==> config.mk <==
export PLATFORM = sky130hd
export DESIGN_NAME = pipeline_hazard_ctrl
export DESIGN_NICKNAME = d
export VERILOG_FILES = /design/src/rtl/pipe_ctrl_pkg.sv /design/src/rtl/pipeline_hazard_ctrl_hazard_detect.sv /design/src/rtl/pipeline_hazard_ctrl.sv
export SDC_FILE = /design/constraint.sdc
export NUM_CORES = 1
export LEC_CHECK = 0
export CELL_PAD_IN_SITES_DETAIL_PLACEMENT = 0
export CELL_PAD_IN_SITES_GLOBAL_PLACEMENT = 1
export CORE_ASPECT_RATIO = 0.7
export CORE_MARGIN = 5
export CORE_UTILIZATION = 30
export DETAILED_ROUTE_END_ITERATION = 10
export HOLD_SLACK_MARGIN = 0.1
export MAX_ROUTING_LAYER = met4
export PLACE_DENSITY = 0.93
export SYNTH_ARGS = -nofsm -noshare
export SYNTH_HDL_FRONTEND = slang
export SYNTH_HIERARCHICAL = 1
export SYNTH_SLANG_ARGS = --single-unit
==> constraint.sdc <==
create_clock -name clk -period 2.58 [get_ports clk]
set_input_delay 0.387 -clock clk [delete_from_list [all_inputs] [get_ports clk]]
set_output_delay 0.387 -clock clk [all_outputs]
set_load 0.01 [all_outputs]
==> src/rtl/pipe_ctrl_pkg.sv <==
// Shared types for the pipeline hazard controller: FSM states, the zero register
// index and the bundle of per-register enables/strobes with canned values.
package pipe_ctrl_pkg;

   typedef enum logic [1:0] {
      RUN      = 2'd0,
      MEM_WAIT = 2'd1,
      HALT     = 2'd2
   } state_t;

   localparam logic [4:0] XZR = 5'd31;

   typedef struct packed {
      logic pc_en;
      logic ifid_en;
      logic idex_en;
      logic exmem_en;
      logic ifid_flush;
      logic idex_bubble;
      logic memwb_bubble;
   } ctrl_t;

   function automatic ctrl_t ctrl_idle();
      ctrl_t c;
      c = '{pc_en: 1'b1, ifid_en: 1'b1, idex_en: 1'b1, exmem_en: 1'b1,
            ifid_flush: 1'b0, idex_bubble: 1'b0, memwb_bubble: 1'b0};
      return c;
   endfunction

   // Freeze everything up to MEM and drain a NOP into WB; also the HALT pattern.
   function automatic ctrl_t ctrl_freeze();
      ctrl_t c;
      c = '{pc_en: 1'b0, ifid_en: 1'b0, idex_en: 1'b0, exmem_en: 1'b0,
            ifid_flush: 1'b0, idex_bubble: 1'b0, memwb_bubble: 1'b1};
      return c;
   endfunction

   // Normal flow: a load-use hazard outranks a taken branch, which is retried next cycle.
   function automatic ctrl_t ctrl_run(input logic lu, input logic branch_taken);
      ctrl_t c;
      c = ctrl_idle();
      if (lu) begin
         c.pc_en       = 1'b0;
         c.ifid_en     = 1'b0;
         c.idex_bubble = 1'b1;
      end else if (branch_taken) begin
         c.ifid_flush = 1'b1;
      end else begin
         c = ctrl_idle();
      end
      return c;
   endfunction

endpackage

==> src/rtl/pipeline_hazard_ctrl_hazard_detect.sv <==
// Combinational load-use hazard detector comparing the EX load destination against
// the ID sources; the zero register never creates a dependency.
module hazard_detect
   import pipe_ctrl_pkg::*;
(
   input  logic       mem_read_EX,
   input  logic [4:0] regWrite_EX,
   input  logic [4:0] rs1_ID,
   input  logic [4:0] rs2_ID,
   input  logic       uses_rs1_ID,
   input  logic       uses_rs2_ID,
   output logic       lu
);

   assign lu = mem_read_EX && (regWrite_EX != XZR) &&
               ((uses_rs1_ID && (rs1_ID == regWrite_EX)) ||
                (uses_rs2_ID && (rs2_ID == regWrite_EX)));

endmodule

==> src/rtl/pipeline_hazard_ctrl.sv <==
// Pipeline sequencing controller: load-use stalls, branch flushes, memory-wait freeze
// and timeout halt. Optional stall counter enabled by defining PIPE_CTRL_PERF_CNT_EN.
module pipeline_hazard_ctrl
   import pipe_ctrl_pkg::*;
#(
   parameter int MEM_TIMEOUT = 16
)
(
   input  logic        clk,
   input  logic        reset,
   input  logic        mem_read_EX,
   input  logic [4:0]  regWrite_EX,
   input  logic [4:0]  rs1_ID,
   input  logic [4:0]  rs2_ID,
   input  logic        uses_rs1_ID,
   input  logic        uses_rs2_ID,
   input  logic        branch_taken_ID,
   input  logic        mem_access_MEM,
   input  logic        mem_ready,
   output logic        pc_en,
   output logic        ifid_en,
   output logic        idex_en,
   output logic        exmem_en,
   output logic        ifid_flush,
   output logic        idex_bubble,
   output logic        memwb_bubble,
   output logic        mem_err
`ifdef PIPE_CTRL_PERF_CNT_EN
   ,
   output logic [31:0] stall_count
`endif
);

   localparam int CW = $clog2(MEM_TIMEOUT + 1);
   localparam logic [CW-1:0] WAIT_MAX = CW'(MEM_TIMEOUT);

   state_t        state, state_nxt;
   logic [CW-1:0] wait_cnt, wait_cnt_nxt;
   logic          mem_err_nxt;
   logic          lu, ms;
   ctrl_t         ctrl;

   hazard_detect u_hazard_detect (
      .mem_read_EX (mem_read_EX),
      .regWrite_EX (regWrite_EX),
      .rs1_ID      (rs1_ID),
      .rs2_ID      (rs2_ID),
      .uses_rs1_ID (uses_rs1_ID),
      .uses_rs2_ID (uses_rs2_ID),
      .lu          (lu)
   );

   assign ms = mem_access_MEM && !mem_ready;

   always_ff @(posedge clk) begin
      if (reset) begin
         state    <= RUN;
         wait_cnt <= '0;
         mem_err  <= 1'b0;
      end else begin
         state    <= state_nxt;
         wait_cnt <= wait_cnt_nxt;
         mem_err  <= mem_err_nxt;
      end
   end

   // Mealy next-state/strobe logic; reset forces the idle pattern regardless of inputs.
   always_comb begin
      ctrl         = ctrl_idle();
      state_nxt    = state;
      wait_cnt_nxt = wait_cnt;
      mem_err_nxt  = mem_err;
      if (reset) begin
         ctrl = ctrl_idle();
      end else begin
         case (state)
            RUN: begin
               if (ms) begin
                  ctrl         = ctrl_freeze();
                  state_nxt    = MEM_WAIT;
                  wait_cnt_nxt = CW'(1);
               end else begin
                  ctrl = ctrl_run(lu, branch_taken_ID);
               end
            end
            MEM_WAIT: begin
               if (!mem_ready) begin
                  ctrl = ctrl_freeze();
                  if (wait_cnt == WAIT_MAX) begin
                     state_nxt   = HALT;
                     mem_err_nxt = 1'b1;
                  end else begin
                     wait_cnt_nxt = wait_cnt + CW'(1);
                  end
               end else begin
                  ctrl         = ctrl_run(lu, branch_taken_ID);
                  state_nxt    = RUN;
                  wait_cnt_nxt = '0;
               end
            end
            HALT: begin
               ctrl = ctrl_freeze();
            end
            default: begin
               ctrl         = ctrl_freeze();
               state_nxt    = HALT;
               mem_err_nxt  = 1'b1;
            end
         endcase
      end
   end

   assign pc_en        = ctrl.pc_en;
   assign ifid_en      = ctrl.ifid_en;
   assign idex_en      = ctrl.idex_en;
   assign exmem_en     = ctrl.exmem_en;
   assign ifid_flush   = ctrl.ifid_flush;
   assign idex_bubble  = ctrl.idex_bubble;
   assign memwb_bubble = ctrl.memwb_bubble;

`ifdef PIPE_CTRL_PERF_CNT_EN
   always_ff @(posedge clk) begin
      if (reset) begin
         stall_count <= 32'd0;
      end else if (!ctrl.pc_en && (stall_count != 32'hFFFF_FFFF)) begin
         stall_count <= stall_count + 32'd1;
      end else begin
         stall_count <= stall_count;
      end
   end
`endif

endmodule

==> impl_metrics.py <==
metrics = {
    "yosys": {
        "synth_area_sq_um": 654,
        "synthSimpleGateAreaFrac_pct": 27.3,
        "synth_top_family_by_area": "simple AND/OR/NAND/NOR gates",
        "syn_nets": 102,
        "synth-compound-area-share_pct": 21.4,
        "synth-seq-area-share_pct": 24.5,
        "avgSynthCellArea_sq_um": 8.50,
        "synth_mux_area_share_pct": 1.53,
        "synthFlopType": "dfxtp_1",
        "ys_top_cells_by_area": "dfxtp_1 (24%), xor2_1 (11%), ha_1 (3.8%), nand2b_1 (3.8%), nand3_1 (3.8%)",
        "ys_types": 34,
        "synth_cells": 77,
        "ys_warn_count": 6,
        "synth_edf_count": 0,
        "synth_top_area_cell": "dfxtp_1",
        "synth_top_area_share_pct": 24.5,
        "synth_xor_area_share_pct": 13.4,
        "synthArstFlopShare_pct": 0,
        "synthAdderAreaFrac_pct": 3.82,
        "ys_ff_latch": 8,
    },
    "sta": {
        "fin_crit_ps": 2440,
        "slew_violations": 0,
        "slew_headroom_pct": 72.0,
        "rsz0062_at_grt": "false",
        "setup_viol": 0,
        "worst_pin_slew_ps": 420,
        "finalHoldViolCount": 0,
        "setup_slack_ps": 145,
        "finClkSkew_ps": 2.36,
        "fin_crit_sh_pct": 94.4,
        "max_freq_ghz": 0.411,
    },
    "run_status": {
        "outcome": "finished clean",
    },
    "global_route": {
        "grt-ovfl-total": 0,
        "grt_pass1_vias": 645,
        "grt_pass1_wl_microns": 3100,
        "gr-usage-all-layers_pct": 12.5,
        "grt_max_degree": 12,
        "antenna_found_initial": 0,
    },
    "cts": {
        "cts-hold-fix-buffers": 0,
        "clock_sinks": 8,
        "clkSlewWorstSetupHoldPaths_ps": 50,
        "cts_tree": "yes",
        "cts_made_buffers": 3,
        "worstSkewPairLatency_ps": 250,
        "root_buffer": "clkbuf_4",
        "htree_levels": 1,
        "clockBufferDepth": 2,
    },
    "die": {
        "start_util_pct": 30.9,
        "rows": 14,
        "core_sq_um": 2120,
        "fp.dieW_microns": 65.8,
        "io_pins": 31,
        "die_area_sq_um": 3230,
        "die_h_microns": 49.1,
    },
    "power": {
        "power_density_nw_per_um2": 311,
        "p_leak_nw": 0.382,
        "ir_worst_vdd_mv": 0.0885,
    },
    "worst_hold_path": {
        "hp-class": "flip-flop to flip-flop",
        "min_from": "mem_err$_SDFFE_PP0P_",
    },
    "cells_and_area": {
        "final_area_sq_um": 1020,
        "fin_nets": 137,
        "drive_gt1_share_pct": 10.0,
        "fin_cells": 142,
        "diodes": 0,
        "syn2layout_area_growth_pct": 56.4,
    },
    "worst_setup_path": {
        "rr_startpoint": "wait_cnt[0]$_SDFFE_PP0P_",
        "critPathMaxFanout": 2,
        "setup.worst_path.class": "primary input to primary output",
        "cp-start-kind": "primary input",
        "arrival_ps": 2050,
        "crit_chain": "clkdlybuf4s50_1, xor2_1, nor4_1, nand3_1, a21oi_2, buf_4, o21bai_1, dlygate4sd2_1",
        "worst_path_largest_cell_delay_ps": 420,
        "crit_required_ps": 2190,
        "r2r_slack_ps": 920,
        "startpoint": "rs1_ID[3]",
        "cp-end-kind": "primary output",
        "slowest_stage": "clkdlybuf4s50_1",
    },
    "placed_design": {
        "place.gp.congestion": 0.806,
        "placed_cell_area_sq_um": 995,
        "io_buffer_count": 30,
        "numPlacedInstances": 139,
        "place_ws_ps": -209,
        "dpl.hpwl_microns": 1530,
    },
    "detailed_routing": {
        "routed_wl_microns": 1890,
        "avgRoutedWirePerCell_microns": 13.3,
        "antenna_left": 0,
        "drtIter0Drc": 40,
        "viasPerCell": 4.76,
        "first_pass_iters": 4,
        "vias": 676,
        "drc": 0,
    },
    "run": {
        "max_cap_viol_count": 0,
    },
}
==> per-layer routing <==
metal	wire length [microns]	track usage, %	up-vias
li1	-	-	352
met2	880	18.1	14
met1	939	17.9	308
met5	0	-	-
met3	58	2.07	2
met4	15	3.10	0
==> registers in the layout, summed over array words and instances, names as in the netlist <==
| signal | flops |
|---|---|
| mem_err | 1 |
| state | 2 |
| wait_cnt | 5 |
==> through the flow <==
stage	TNS (ps)	total power [mW]	utilization, %	hold slack, ps
5_1_grt	0	0.337	48.3	519
6_report	0	0.318	48.3	473
3_5_place_dp	-641	0.229	46.9	458
2_1_floorplan	0	0.169	-	454
4_1_cts	0	0.322	47.8	473
3_3_place_gp	-653	0.229	46.9	447
==> path summary, 6_finish.rpt <==
kind,endpoint,cells after the start
worst max register to register,wait_cnt[1]$_SDFFE_PP0P_,5
worst max-delay path,pc_en,8
worst min register to register,mem_err$_SDFFE_PP0P_,2
worst min-delay path,mem_err$_SDFFE_PP0P_,2
==> area by class of cell <==
class / count / area (sq um)
Fill cell: 201 / 1100
Multi-Input combinational cell: 59 / 445
Timing Repair Buffer: 34 / 333
Sequential cell: 8 / 160
Tap cell: 32 / 40.0
Clock buffer: 3 / 22.5
Inverter: 6 / 22.5
==> cell usage after synthesis (2+ instances only) <==
cell	n
a21oi_1	4
a311oi_1	2
a41oi_1	2
buf_4	2
dfxtp_1	8
ha_1	2
inv_1	6
nand2_1	3
nand2b_1	4
nand3_1	5
nor2_1	2
nor2b_1	2
nor3b_1	2
nor4_1	2
o21ai_0	2
o21bai_1	2
o31ai_1	2
xnor2_1	2
xor2_1	8
==> kinds of logic (layout without fill, tap and decap cells) <==
logic type / count (synthesis) / count (layout)
AO/OA/AOI/OAI: 19 / 19
XOR/XNOR: 10 / 10
adder cells (fa/ha/maj): 2 / 2
buffers and inverters: 10 / 43
flip-flops: 8 / 8
multiplexers: 1 / 1
AND/OR/NAND/NOR: 27 / 27
==> power by group <==
group          internal, mW  leakage, nW  total (mW)  switching [mW]
clock                0.0531       0.0138      0.0934          0.0403
combinational        0.0572        0.303      0.0965          0.0393
sequential            0.126       0.0648       0.129         0.00271
==> layout by cell type (no fill, tap or decap), types with 3 or more instances in the layout <==
| cell type | n |
|---|---|
| nand2b_1 | 4 |
| clkdlybuf4s50_1 | 23 |
| a21oi_1 | 3 |
| clkbuf_4 | 3 |
| buf_4 | 4 |
| xor2_1 | 8 |
| inv_1 | 6 |
| dlymetal6s2s_1 | 3 |
| nand2_1 | 3 |
| nand3_1 | 5 |
| dfxtp_1 | 8 |
| dlygate4sd2_1 | 4 |
==> critical path: cells and delay by family <==
kind                      cells  cell delay [ps]
AOI/OAI and AO/OA             2              250
xor gates and xnor gates      1              170
buffers and inverters         3              850
and+or+nand+nor               2              400
==> timing repair <==
| item | CTS | global route |
|---|---|---|
| endpoints found under the setup margin | 4 | 4 |
| buffers inserted | 0 | 0 |
| resized for setup | 4 | 4 |
| cloned | 0 | 0 |
| pin swaps | 0 | 2 |
Note: power is estimated with default switching activity, not from simulation.
